==> config.mk <==
export PLATFORM = sky130hd
export DESIGN_NAME = squaremeas
export DESIGN_NICKNAME = d
export VERILOG_FILES = /design/src/rtl/squaremeas.sv
export SDC_FILE = /design/constraint.sdc
export NUM_CORES = 1
export LEC_CHECK = 0
export ABC_CLOCK_PERIOD_IN_PS = 3900
export BUFFER_PORTS_ARGS = -buffer_cell sky130_fd_sc_hd__buf_2
export CAP_MARGIN = 20
export CORE_MARGIN = 2
export CORE_UTILIZATION = 54
export CTS_CLUSTER_DIAMETER = 100
export DETAILED_ROUTE_END_ITERATION = 7
export GPL_ROUTABILITY_DRIVEN = 0
export PLACE_DENSITY = 0.77
export SYNTH_ARGS = -nofsm -noshare
export SYNTH_HDL_FRONTEND = slang
export SYNTH_SLANG_ARGS = --single-unit
==> constraint.sdc <==
create_clock -name clk -period 3.9 [get_ports clk]
set_clock_uncertainty 0.05 [all_clocks]
set_input_delay 0.585 -clock clk [delete_from_list [all_inputs] [get_ports clk]]
set_output_delay 0.585 -clock clk [all_outputs]
set_load 0.03 [all_outputs]
==> src/rtl/squaremeas.sv <==
// Square-wave / PPS period meter: measures rise-to-rise period and high time of an
// asynchronous input, publishes each measurement with a strobe, tracks lock and loss of signal.
module squaremeas #(
   parameter int unsigned lock_count = 4,
   parameter int unsigned tolerance  = 2
) (
   input  logic        clk,
   input  logic        rst_n,
   input  logic        sq_i,
   input  logic [31:0] timeout,
   output logic [31:0] period_o,
   output logic [31:0] high_o,
   output logic        valid_o,
   output logic        locked_o,
   output logic        lost_o
);

   localparam logic [3:0]  LOCK_CNT = 4'(lock_count);
   localparam logic [32:0] TOL      = 33'(tolerance);

   typedef enum logic {SEEK, RUN} state_t;

   state_t             state, state_nxt;
   logic               s1, s2, s3;
   logic               rise, fall;
   logic [31:0]        cnt, high_sh, prev;
   logic [3:0]         match, match_nxt;
   logic               have_prev;
   logic               publish, expire, in_tol, mismatch;
   logic signed [32:0] diff;
   logic [32:0]        diff_abs;

   function automatic logic [31:0] sat_inc(input logic [31:0] v);
      return (v == 32'hFFFF_FFFF) ? v : v + 32'd1;
   endfunction

   function automatic logic [32:0] abs33(input logic signed [32:0] d);
      logic signed [32:0] n;
      n = -d;
      return (d < 0) ? $unsigned(n) : $unsigned(d);
   endfunction

   assign rise = s2 & ~s3;
   assign fall = ~s2 & s3;

   // Period comparison is done in 33-bit signed so the full 32-bit count range never wraps.
   assign diff     = $signed({1'b0, cnt}) - $signed({1'b0, prev});
   assign diff_abs = abs33(diff);
   assign in_tol   = (diff_abs <= TOL);
   assign mismatch = publish & have_prev & ~in_tol;

   always_comb begin
      state_nxt = state;
      publish   = 1'b0;
      expire    = 1'b0;
      case (state)
         SEEK: begin
            if (rise) state_nxt = RUN;
         end
         RUN: begin
            // A rise in the expiry cycle wins over the timeout.
            if (rise) begin
               publish = 1'b1;
            end else if ((timeout != 32'd0) && (cnt >= timeout)) begin
               expire    = 1'b1;
               state_nxt = SEEK;
            end
         end
      endcase
   end

   always_comb begin
      match_nxt = match;
      if (expire) begin
         match_nxt = 4'd0;
      end else if (publish && have_prev) begin
         if (!in_tol)                match_nxt = 4'd0;
         else if (match != LOCK_CNT) match_nxt = match + 4'd1;
      end
   end

   always_ff @(posedge clk) begin
      if (!rst_n) begin
         s1        <= 1'b0;
         s2        <= 1'b0;
         s3        <= 1'b0;
         state     <= SEEK;
         cnt       <= 32'd0;
         high_sh   <= 32'd0;
         prev      <= 32'd0;
         match     <= 4'd0;
         have_prev <= 1'b0;
         period_o  <= 32'd0;
         high_o    <= 32'd0;
         valid_o   <= 1'b0;
         locked_o  <= 1'b0;
         lost_o    <= 1'b0;
      end else begin
         s1      <= sq_i;
         s2      <= s1;
         s3      <= s2;
         state   <= state_nxt;
         valid_o <= publish;
         lost_o  <= expire;
         match   <= match_nxt;

         if (rise) cnt <= 32'd1;
         else      cnt <= sat_inc(cnt);

         if (rise && (state == SEEK)) high_sh <= 32'd0;
         else if (fall)               high_sh <= cnt;

         if (publish) begin
            period_o  <= cnt;
            high_o    <= high_sh;
            prev      <= cnt;
            have_prev <= 1'b1;
         end else if (expire) begin
            have_prev <= 1'b0;
         end

         // Lock follows the registered match count, but drops at once on a bad period or loss.
         if (expire || mismatch) locked_o <= 1'b0;
         else                    locked_o <= (match == LOCK_CNT);
      end
   end

endmodule

After elaboration in Yosys (flattened, before gate mapping)
Index checks and enable logic that the tools add are counted.
{ "totals": {"word_cells": 61, "regBits": 140, "in_bits": 35} }
{ "classes": {"addsub": 4, "bitwise": 9, "n_lt_le_gt_ge": 3, "n_reduce_logical": 11, "eq_ne": 5, "muxes": 15} }
{ "op_table": {"columns": ["op", "count"], "rows": [
  ["less-or-equal comparator 33 x 2 -> 1 bit, second input constant", 1],
  ["less-than comparator 33 x 1 -> 1 bit, second input constant", 1],
  ["two-way mux 33 bit", 1],
  ["negation 33 bit", 1],
  ["subtractor 32 x 32 -> 33 bit", 1],
  ["adder 32 x 1 -> 32 bit, second input constant", 1],
  ["equality test 32 bit, second input constant", 1],
  [">= comparator 32 bit", 1],
  ["nonzero test 32 bit", 1],
  ["two-way mux 1 bit", 11],
  ["two-way mux 4 bit", 2],
  ["OR reduction 2 bit", 4],
  ["NOT 1 bit", 5],
  ["adder 4 x 1 -> 4 bit, second input constant", 1],
  ["AND 1 bit", 4],
  ["equality test 4 x 3 -> 1 bit, second input constant", 1],
  ["inequality test 4 x 3 -> 1 bit, second input constant", 1],
  ["logical AND 1 bit", 3],
  ["inequality test 2 x 1 -> 1 bit, second input constant", 1],
  ["inequality test 2 bit, second input constant", 1],
  ["one-hot mux 1 bit (2 select lines)", 1],
  ["AND reduction 2 bit", 1],
  ["nonzero test 2 bit", 1],
  ["logical OR 1 bit", 1]
]} }

Longest topological paths before layout
Gate-level depths: netlist of run 1.
{ "depth": {"depth_word": 8, "depth_mapped": 18, "depth_no_buf": 16} }

Worst setup path before layout of run 1
Ideal clock, no wire load.
{ "synth_path": {"path_kind": "reg2reg", "startpoint": "register prev[0]", "endpoint": "register match[3]", "period_less_slack_ps": 4323, "setup_ps": 71, "stages_incl_launch_ff": 16, "arrival_time_ps": 4203, "required_time_ps": 3779, "setup_slack_ps": -423, "path_cell_list": "dfxtp_1 -> ha_1 -> fa_1 -> nand2b_1 -> a21oi_1 -> o21ai_1 -> a31oi_1 -> xor2_1 -> nor2_1 -> o32a_1 -> a2111oi_2 -> o2111ai_1 -> a2111oi_2 -> nand4_2 -> or4_1 -> a21oi_1"} }
{ "synth_via": {"elab_chain_len": 6} }
{ "synth_lines": {"columns": ["item", "line_no", "source"], "rows": [
  ["from (decl)", "26", "logic [31:0] cnt, high_sh, prev;"],
  ["from (signal assigned)", "116", "prev <= cnt;"],
  ["subtractor 32 x 32 -> 33 bit *", "47", "assign diff = $signed({1'b0, cnt}) - $signed({1'b0, prev});"],
  ["negation 33 bit or less-than comparator 33 x 1 -> 1 bit (tied branches)", "39, 40", null],
  ["two-way mux 33 bit *", "40", "return (d < 0) ? $unsigned(n) : $unsigned(d);"],
  ["less-or-equal comparator 33 x 2 -> 1 bit *", "49", "assign in_tol = (diff_abs <= TOL);"],
  ["inequality test 2 x 1 -> 1 bit (no line)", null, null],
  ["AND reduction 2 bit (no line)", null, null],
  ["to (signal assigned)", "105", "match <= match_nxt;"],
  ["to (decl)", "27", "logic [3:0] match, match_nxt;"]
]} }
Every way passes the cells marked *; elsewhere a longest branch is shown, timed or not.
A chain may end at the register's enable or synchronous reset.

Final worst setup path of run 1
{ "layout_path": {"startpoint": "register cnt[1]", "endpoint": "register match[3]"} }
{ "layout_via": {"elab_chain_len": 6} }
{ "layout_lines": {"columns": ["item", "line_no", "source"], "rows": [
  ["from (decl)", "26", null],
  ["from (signal assigned)", "108", "else cnt <= sat_inc(cnt);"],
  ["subtractor 32 x 32 -> 33 bit or >= comparator 32 bit (tied branches)", "47, 64", null],
  ["negation 33 bit (tied with other cells)", "39", "n = -d;"],
  ["two-way mux 33 bit or two-way mux 1 bit (tied branches)", "40, 64", null],
  ["less-or-equal comparator 33 x 2 -> 1 bit or two-way mux 1 bit (tied branches)", "49, 62", null],
  ["inequality test 2 x 1 -> 1 bit (no line) or two-way mux 1 bit (tied branches)", null, null],
  ["AND reduction 2 bit (no line) or OR reduction 2 bit (tied branches)", null, null]
]} }
Several ways; a longest one is shown, not always the timed one.

==> summary.md, run 1 <==
| Metric | Value |
|---|---|
| Status | finished with violations |
| Violated checks | negative setup slack |
| Worst skew pair latency | roughly 440 ps |
| Initial drt markers | between 800 and 900 |
| Largest cells by area after synthesis | dfxtp_1 (28%), nand2_1 (11%), ha_1 (8.5%) |
| Std cell rows | 49 |
| Die Height | about 140 um |
| Fin. max-slew vios | 0 |
| Clock slew at reported path FFs | ~70 ps |
| Crit path DAT | roughly 4500 ps |
| Reg2Reg Depth | 17 |
| DRC Markers | 0 |
| Startpoint Class | flop |
| Die Width | 139 um |
| Yosys top cell area share | 28.4% |
| Min Tclk post-route | about 4200 ps |
| Final HPWL DP | roughly 24000 um |
| Placed insts | between 1.5k and 2k |
| Htree depth | 4 |
| RR Endpoint | match[3] |
| Top-count cell post-synth | nand2_1 |
| Seq. cell area | ~2900 um2 |
| Reg2Reg Launch Point | cnt[1] |
| Wire per inst | ~18 um |
| Largest family of logic cells by synthesized area | simple AND/OR/NAND/NOR gates |
| Max Cap Violations | 0 |
| Primary FF master, synth | dfxtp_1 |
| Vias per Instance | between 6 and 7 |
| Nature of the critical path endpoint | flop |
| Final WL | between 30000 and 40000 um |
| Critical Path RT | ~4200 ps |
| Initial Util | a little over half |
| Worst Path Max Fanout | 6 |
| Internal | between 2000 and 3000 uW |
| Diodes inserted | 0 |
| Global route total overflow | 0 |
| Register area share after synthesis | approximately 28% |
| P_leak | 0.00613 uW |
| Crit path to | match[3] |
| Total GRT Usage | between 30% and 40% |
| Post-synth ARST share | 0% |
| Cells after synthesis | roughly 1.3k |
| Synth warnings | 0 |
| Avg Inst Size Synth | between 7 and 8 um2 |
| Number of global-route vias before repair | around 11k |
| Fin. Hold Viols | 0 |
| Nets | 1754 |
| Post-synth top cells | nand2_1 (278), a21oi_1 (156), dfxtp_1 (140), nor2_1 (92), inv_1 (77) |
| Share of cells above drive strength 1 | 32.6% |
| Yosys reg bits | 140 |
| Fin util | between 70% and 80% |
| Final WS setup | -254 ps |
| Max transition margin | around 44% |
| TritonCTS Buffers | 17 |
| Die area | between 15000 and 20000 um2 |
| Ports | between 100 and 150 |
| Comb pwr share | 23.7% |
| Switch Pwr | ~1200 uW |
| # fillers | about 1.2k |
| Cell taking the most area after synthesis | dfxtp_1 |
| Largest net degree at the start of global routing | 47 |
| Synth Area in Adders | around 8.7% |
| Post-synthesis mux area share | less than 1% |
| Clock Tree Buf Depth | 2 |
| Drt pass-1 iters | 8 |
| Mapped Nets | 1436 |
| CTS Sinks | 140 |
| Routed Antenna Nets | 0 |
| FMAX | between 200 and 250 MHz |
| Area of the multi-input gates | 7040 um2 |
| Worst-Margin Slew | approximately 840 ps |
| Port bufs | around 100 |
| R2R Setup Slk | -250 ps |
| Fraction of power consumed by the clock network | 40.2% |
| Area growth, synth to finish | 36.7% |
| Setup CP Type | reg -> reg |
| Flop pwr share | between 30 and 40% |
| Mapped cell area | a little under 10000 um2 |
| Final setup fails | 5 |
| Hold Path Cell Cnt | 2 |
| Distinct cells, synth | 94 |
| Part of the cycle the worst path needs | 107% |
| Setup TNS Final | -832 ps |
| Hold Crit Class | in -> reg |
| Post-synth EDFFs | 0 |
| Core area | approximately 18000 um2 |
| Post-synthesis simple-gate area fraction | between 20 and 30% |
| Finished Layout Cells | 1893 |
| Compound-Gate Fraction of Synth Area | 25.4% |
| CTS tree | done |
| PwrDens | between 200 and 300 nW/um2 |
| RSZ-0062 raised after global routing | true |
| Initial antenna violation count | 0 |
| Root Buffer Master | clkbuf_16 |
| Switch share | approximately 31% |
| Max VDD drop | 0.000314 V |
| Routed vias | approximately 12k |
| Post-synthesis xor/xnor area fraction | just over 4% |
| Crit path launch | cnt[1] |
| First-pass GRT wire length | ~54000 um |
==> final cells by class <==
cell class	instances	area share [%]
Clock buffer	17	3.15
Clock inverter	15	1.05
Inverter	77	2.14
Timing Repair Buffer	356	18.2
Tap cell	229	2.12
Sequential cell	140	21.2
Multi-Input combinational cell	1059	52.2
==> routing by layer <==
layer | GRT usage (%) | up-vias | share of wire, %
li1 | - | 5374 | -
met1 | 41.4 | 5410 | 39
met2 | 55.3 | 679 | 46
met3 | 6.01 | 184 | 8.2
met4 | 18.5 | 0 | 5.9
met5 | 0 | - | 0
==> worst max-delay path, stage by stage, from the launching register on <==
cell and delay [ps]:
dfxtp_1 320, buf_4 150, ha_1 290, nand2b_1 140
a21boi_2 290, o22ai_1 160, buf_4 170, a311oi_4 230
nand4_1 180, buf_6 180, or2_1 220, o211ai_1 200
a32o_1 170, nand4_1 150, a2111oi_4 410, nand4_2 190
or4_1 440, a21oi_1 130
==> cells in the final DEF (no fill, tap or decap), types with 13 or more instances in the layout <==
cell type	instances
nand2_1	275
buf_4	251
a21oi_1	139
dfxtp_1	113
buf_2	101
nor2_1	88
inv_1	74
ha_1	51
nand3_1	37
a21o_1	34
nand4_1	31
o21ai_0	30
xor2_1	24
nor3_1	20
xnor2_1	17
clkbuf_16	17
dfxtp_2	17
a21oi_2	16
nor4_1	15
and3_1	13
and2_1	13
==> how the worst min path moves through the flow <==
stage | start | endpoint | slack (ps)
after detailed placement | s1 | s2 | 370
final | sq_i | s1 | 300
after global routing | sq_i | s1 | 320
after CTS | sq_i | s1 | 300
after global placement | s1 | s2 | 370
after floorplan | s1 | s2 | 360
==> kinds of logic after synthesis <==
kind of cell	Yosys count
compound gates	367
simple gates	578
fa+ha+maj	68
flops	140
buf+inv	134
mux	2
xor+xnor	44
==> what timing repair did <==
| action | 4_1_cts | 5_1_grt |
|---|---|---|
| hold buffers | 0 | 0 |
| buffers inserted | 11 | 2 |
| pin swaps | 29 | 8 |
| resized for setup | 68 | 15 |
| hold endpoints to repair | 0 | 0 |
| setup endpoints to repair | 5 | 5 |
==> stage by stage <==
stage / instance area [um2] / setup slack, ps / hold WS (ps) / power [uW]
finish: 13500 / -254 / 303 / 3960
global route: 13500 / -466 / 318 / 4070
CTS: 13400 / -164 / 295 / 3920
detailed placement: 12400 / -395 / 370 / 2290
global placement: 12400 / -270 / 365 / 2270
floorplan: 10000 / -89.6 / 362 / 1950
==> registers in the layout, summed over array words and instances, names as in the netlist <==
register and flops:
s1 1, match 4, prev 32, have_prev 1
high_o 32, high_sh 32, locked_o 1, cnt 32
state 1, s2 1, s3 1, valid_o 1
lost_o 1
==> power by group through the flow <==
stage | clock, uW | sequential [uW] | combinational [uW]
after detailed placement | 0 | 1460 | 822
after global placement | 0 | 1460 | 806
after global routing | 1640 | 1430 | 997
after CTS | 1590 | 1430 | 893
after floorplan | 0 | 1460 | 485
final | 1590 | 1430 | 937
(Power assumes the default switching activity.)
==> inputs of run 2 (changes only) <==
Settings changed: ABC_AREA from default to 1.
==> summary.md, run 2 <==
| Metric | Value |
|---|---|
| Most frequent cells in the layout | nand2_1 (524), inv_1 (322), nor2_1 (174) |
| Avg Inst Size Synth | 5.94 um2 (-20%) |
| Commonest non-fill, non-tap cell in the layout | nand2_1 |
| Hold Buf Count CTS | 0 (unchanged) |
| Std cell rows | 51 (+4.1%) |
| Hold Path Cell Cnt | 3 (+1) |
| Number of global-route vias before repair | 10.6k (-4.9%) |
| Final WL | 30800 um (-7.8%) |
| Final hold slack | 295 ps (-8.03 ps) |
| Largest net degree at the start of global routing | 87 (+85%) |
| Fin util | 63.0% (-12 points) |
| Placed insts | 2157 (+17%) |
| # fillers | 1795 (+50%) |
| CTS tree | done |
| Register area share after synthesis | 26.2% (-2.2 points) |
| R2R Setup Slk | 290 ps (+550 ps) |
| Port bufs | 101 (unchanged) |
| PwrDens | 361 nW/um2 (+23%) |
| Final WS setup | 295 ps (+548 ps) |
| Share of cells above drive strength 1 | 13.7% (-19 points) |
| Seq. cell area | 2800 um2 (-2.0%) |
| Finished Layout Cells | 2192 (+16%) |
| Mapped cell area | 10700 um2 (+8.3%) |
| Global route total overflow | 0 (unchanged) |
| Nets | 2017 (+15%) |
| Max Cap Violations | 0 (unchanged) |
| Vias per Instance | 5.27 (-14%) |
| Reg2Reg Launch Point | prev[12] |
| Hold path startpoint | sq_i |
| Wire per inst | 14.0 um (-20%) |
| Post-synth ARST share | 0% (unchanged) |
| Yosys reg bits | 140 (unchanged) |
| Hold Path End | s1 |
| RR Endpoint | match[3] |
| Die Height | 145 um (+4.0%) |
| Part of the cycle the worst path needs | 92.4% (-14 points) |
| Ports | 102 (unchanged) |
| Max transition margin | 48.3% (+4.1 points) |
| Routed vias | 11.6k (-0.76%) |
| Distinct cells, synth | 46 (-51%) |
| Worst-Margin Slew | 775 ps (-61.0 ps) |
| Min Tclk post-route | 3610 ps (-548 ps) |
| Reg2Reg Depth | 26 (+9) |
| Final HPWL DP | 23900 um (-0.74%) |
| Root Buffer Master | clkbuf_16 |
| Worst Path Max Fanout | 8 (+2) |
| Clock slew at reported path FFs | 70 ps (about the same) |
| Area of the multi-input gates | 6510 um2 (-7.5%) |
| Drt pass-1 iters | 6 (-2) |
| Total GRT Usage | 29.9% (-3.5 points) |
| Post-synth EDFFs | 0 (unchanged) |
| Post-synth top cells | nand2_1 (530), inv_1 (323), nor2_1 (179), dfxtp_1 (140), nand3_1 (122) |
| Largest cells by area after synthesis | dfxtp_1 (26%), nand2_1 (19%), inv_1 (11%) |
| TritonCTS Buffers | 17 (unchanged) |
| Clock Tree Buf Depth | 2 (unchanged) |
| Routed Antenna Nets | 0 (unchanged) |
| Htree depth | 4 (unchanged) |
| P_leak | 0.00704 uW (+15%) |
| CTS Sinks | 140 (unchanged) |
| Diodes inserted | 0 (unchanged) |
| Hold Crit Class | in -> reg |
| Die area | 20900 um2 (+8.1%) |
| Area growth, synth to finish | 14.7% |
| Fin. Hold Viols | 0 (unchanged) |
| Mapped Nets | 1904 (+33%) |
| Critical Path RT | 4160 ps (-50 ps) |
| Initial Util | 54.9% (about the same) |
| Yosys top cell area share | 26.2% (-2.2 points) |
| Core area | 19500 um2 (+8.3%) |
| Fin. max-slew vios | 0 (unchanged) |
| DRC Markers | 0 (unchanged) |
| Primary FF master, synth | dfxtp_1 |
| FMAX | 277 MHz (+15%) |
| Startpoint Class | flop |
| Nature of the critical path endpoint | flop |
| Initial drt markers | 826 (-7.9%) |
| Cells after synthesis | 1801 (+35%) |
| Final setup fails | 0 (-5) |
| Status | completed |
| Die Width | 145 um (+4.0%) |
| Cell taking the most area after synthesis | dfxtp_1 |
| Initial antenna violation count | 0 (unchanged) |
| First-pass GRT wire length | 49900 um (-7.0%) |
| Dpl ws | 124 ps (+519 ps) |
| Top-count cell post-synth | nand2_1 |
| Max VDD drop | 0.000301 V (-4.0%) |
| Setup CP Type | reg -> reg |
| Worst skew pair latency | 430 ps (about the same) |
| RSZ-0062 raised after global routing | false |
| Setup TNS Final | 0 ps (+832 ps) |
| Crit path DAT | 3870 ps (-600 ps) |
| Synth warnings | 0 (unchanged) |
-- run 2: changes by cell type in the layout (fill, tap and decap cells not counted), moves of 13 or more --
cell / delta
a21oi_1: -55
inv_1: +248
nand2_1: +249
nand3_1: +83
o21ai_0: +79
nand2_2: +29
a21o_1: -33
nor2_1: +86
nor2_2: +13
buf_4: -224
ha_1: +16
xnor2_1: -13
dfxtp_1: +26
dfxtp_2: -16
-- run 2: stage by stage --
step	power [uW]	area, um2
2_1_floorplan	2520	10700
3_3_place_gp	2770	11600
3_5_place_dp	2800	11600
4_1_cts	4390	12200
5_1_grt	4660	12300
6_report	4430	12300
-- run 2: cell families (layout without fill, tap and decap cells) --
kind of cell / count (synthesis) / count (layout) / share of synthesized area, %
flip-flops: 140 / 140 / 26.2
AND/OR/NAND/NOR: 971 / 971 / 39.2
XOR/XNOR: 23 / 23 / 1.88
AO/OA/AOI/OAI: 216 / 216 / 10.7
buffers and inverters: 378 / 504 / 13.5
adder cells (fa/ha/maj): 68 / 68 / 8.03
multiplexers: 5 / 5 / 0.527
-- run 2: where the power goes --
| part | internal (uW) | switching, uW | leakage [uW] |
|---|---|---|---|
| Combinational | 441 | 927 | 0.00563 |
| Clock | 857 | 751 | 0.000279 |
| Sequential | 1440 | 10.9 | 0.00113 |
| Total | 2740 | 1690 | 0.00704 |
-- run 2: layer usage --
layer  routed length, um  global-route usage, %  up-vias
met5                   0                      0        -
met4                1530                   14.7        0
li1                    -                      -     5885
met3                1720                   4.21      111
met2               13800                   49.2      418
met1               13700                   38.6     5144
-- run 2: worst max-delay path by stage --
stage                         from        to  slack (ps)  depth (start not counted)
after detailed placement    cnt[0]  match[3]         120                         26
final                     prev[12]  match[3]         290                         26
after global routing       prev[9]  match[0]           7                         25
after floorplan            prev[0]  match[3]         660                         26
after CTS                   cnt[0]  match[3]         130                         26
after global placement      cnt[0]  match[3]         300                         26
-- run 2: layout make-up --
| cell class | count | area share (%) |
|---|---|---|
| sequential | 140 | 22.9 |
| timing repair buffer | 130 | 6.16 |
| tap | 265 | 2.70 |
| clock buffer | 18 | 3.50 |
| inverter | 342 | 10.5 |
| multi-input combinational | 1283 | 53.1 |
| clock inverter | 14 | 1.22 |
-- run 2: repair_timing --
action / in CTS / in global routing
setup endpoints to repair: 0 / 5
setup buffers: 0 / 2
resized for setup: 0 / 19
-- run 2: critical path, stage by stage (launching register included) --
cell     delay, ps
dfxtp_1        410
inv_1           70
ha_1           410
nand2_2        150
inv_2           40
nand2_1         80
inv_1           90
a21oi_2        190
nand2_1        150
nand2_1        140
nand2_1        120
nor2_2         140
nand2_1         80
nor2_2         140
nand3_2        130
nand2_4        130
nand2_1         70
nand2_1         90
nand2_1         50
nor2_1         110
nand2_1         80
nor2_2         140
nand2_2         90
nand2_1        120
nand2_2         80
a21oi_2        110
nor2_1          40
==> inputs of run 3 (changes only) <==
Settings changed: CTS_BUF_LIST from default to sky130_fd_sc_hd__clkbuf_4.
==> summary.md, run 3 (same netlist as run 2, synthesis figures left out) <==
| Metric | Value |
|---|---|
| Initial antenna violation count | 1 (+1) |
| Crit path launch | prev[12] |
| DRC Markers | 0 (unchanged) |
| Switch Pwr | 1600 uW (-5.1%) |
| Startpoint Class | flop |
| Ports | 102 (unchanged) |
| Nature of the critical path endpoint | flop |
| Final WL | 30300 um (-1.4%) |
| Fin util | 61.6% (-1.5 points) |
| Hold Crit Class | in -> reg |
| Setup TNS Final | 0 ps (unchanged) |
| Min Tclk post-route | 3660 ps (+49.9 ps) |
| Area growth, synth to finish | 12.1% |
| Part of the cycle the worst path needs | 93.7% (+1.3 points) |
| Switch share | 42.3% (+4.2 points) |
| Port bufs | 101 (unchanged) |
| Final HPWL DP | 23900 um (unchanged) |
| Fin. Hold Viols | 0 (unchanged) |
| Internal | 2190 uW (-20%) |
| Flop pwr share | 38.4% (+5.6 points) |
| Fin. max-slew vios | 0 (unchanged) |
| Worst skew pair latency | 570 ps (+140 ps) |
| Number of global-route vias before repair | 10.5k (-0.48%) |
| Total GRT Usage | 29.6% (-0.35 points) |
| Htree depth | 4 (unchanged) |
| Placement Cell Area | 11600 um2 (unchanged) |
| Clock Tree Buf Depth | 2 (unchanged) |
| Std cell rows | 51 (unchanged) |
| P_leak | 0.00692 uW (-1.8%) |
| Clock slew at reported path FFs | 150 ps (+80 ps) |
| R2R Setup Slk | 240 ps (-50 ps) |
| Routed Antenna Nets | 0 (unchanged) |
| Share of cells above drive strength 1 | 13.7% (unchanged) |
| CTS Sinks | 140 (unchanged) |
| TritonCTS Buffers | 17 (unchanged) |
| Critical Path RT | 4320 ps (+160 ps) |
| Worst Path Max Fanout | 8 (unchanged) |
| RR Endpoint | match[3] |
| Fraction of power consumed by the clock network | 25.5% (-11 points) |
| Max transition margin | 48.3% (about the same) |
| Wire per inst | 13.8 um (-1.5%) |
| Initial Util | 54.9% (unchanged) |
| Die area | 20900 um2 (unchanged) |
| Die Width | 145 um (unchanged) |
| Comb pwr share | 36.1% (+5.2 points) |
| Routed vias | 11.5k (-0.16%) |
| Hold Buf Count CTS | 0 (unchanged) |
| Drt pass-1 iters | 7 (+1) |
| Crit path DAT | 4080 ps (+210 ps) |
| Hold path startpoint | sq_i |
| Worst-Margin Slew | 775 ps (+0.148 ps) |
| Final setup fails | 0 (unchanged) |
| Crit path to | match[3] |
| Nets | 2017 (unchanged) |
| Final WS setup | 245 ps (-49.9 ps) |
| CTS tree | done |
| Reg2Reg Depth | 23 (-12%) |
| Root Buffer Master | clkbuf_4 |
| Most frequent cells in the layout | nand2_1 (524), inv_1 (323), nor2_1 (175) |
| Core area | 19500 um2 (unchanged) |
| Dpl ws | 124 ps (unchanged) |
| Die Height | 145 um (unchanged) |
| Status | completed |
| Initial drt markers | 786 (-4.8%) |
| FMAX | 274 MHz (-1.4%) |
| Max Cap Violations | 0 (unchanged) |
| Fin area | 12000 um2 (-2.3%) |
| Commonest non-fill, non-tap cell in the layout | nand2_1 |
| First-pass GRT wire length | 49500 um (-0.84%) |
| Setup CP Type | reg -> reg |
| Largest net degree at the start of global routing | 87 (unchanged) |
| PwrDens | 316 nW/um2 (-12%) |
| Vias per Instance | 5.26 (-0.21%) |
| Global route total overflow | 0 (unchanged) |
| Max VDD drop | 0.000212 V (-30%) |
| Reg2Reg Launch Point | prev[12] |
[run 3: cell count changes in the layout (fill, tap and decap cells not counted)]
cell,previous run,this run
clkbuf_1,1,0
clkbuf_16,17,0
clkbuf_4,0,18
diode_2,0,1
ha_1,67,66
ha_2,0,1
inv_1,322,323
inv_2,15,14
nor2_1,174,175
nor2_2,18,17
nor3_2,2,1
nor3_4,0,1
[run 3: metrics by stage]
step	total power (uW)	instances	hold WS, ps
2_1_floorplan	2520	1801	340
3_3_place_gp	2770	2157	346
3_5_place_dp	2800	2157	352
4_1_cts	3760	2189	130
5_1_grt	4030	2193	139
6_report	3790	2193	161
[run 3: worst min path at each step]
stage / depth (start not counted) / slack, ps / to
finish: 3 / 160 / s1
global placement: 2 / 350 / s2
global route: 3 / 140 / s1
floorplan: 2 / 340 / s2
detailed placement: 2 / 350 / s2
CTS: 3 / 130 / s1
[run 3: cell type report]
type	count	area, um2
antenna	1	2.50
timing repair buffer	130	756
clock inverter	14	150
multi-input combinational	1283	6520
inverter	342	1290
fill	1852	7480
tap	265	332
sequential	140	2800
clock buffer	18	135
[run 3: power groups by stage]
stage / Sequential (uW) / Combinational, uW / Clock, uW
final: 1450 / 1370 / 967
after global routing: 1460 / 1540 / 1040
after CTS: 1450 / 1320 / 988
after detailed placement: 1490 / 1310 / 0
after global placement: 1480 / 1290 / 0
after floorplan: 1500 / 1020 / 0
[run 3: layer usage]
metal	up-vias	GRT usage, %	routed length (um)
li1	5882	-	-
met1	5154	38.3	13600
met2	407	48.5	13600
met3	96	4.54	1670
met4	0	13.9	1450
met5	-	0	0
[run 3: worst max-delay path, cell delays in order (launching register included)]
cell     delay [ps]
dfxtp_1         430
inv_1            70
ha_1            440
nand2_2         130
nor2_4          150
inv_2            50
nor2_1          340
nand3_1         230
nand4_1         150
nand2_1         100
nor2_1          190
nand3_2         140
nand2_4         130
nand2_1          70
nand2_1          90
nand2_1          50
nor2_1          110
nand2_1          70
nor2_2          140
nand2_2          90
nand2_1         120
nand2_2          80
a21oi_2         110
nor2_1           40
[run 3: timing repair]
item | CTS | global route
resized for setup | 0 | 19
endpoints found under the hold margin | 0 | 0
endpoints found under the setup margin | 0 | 5
buffers inserted | 0 | 2
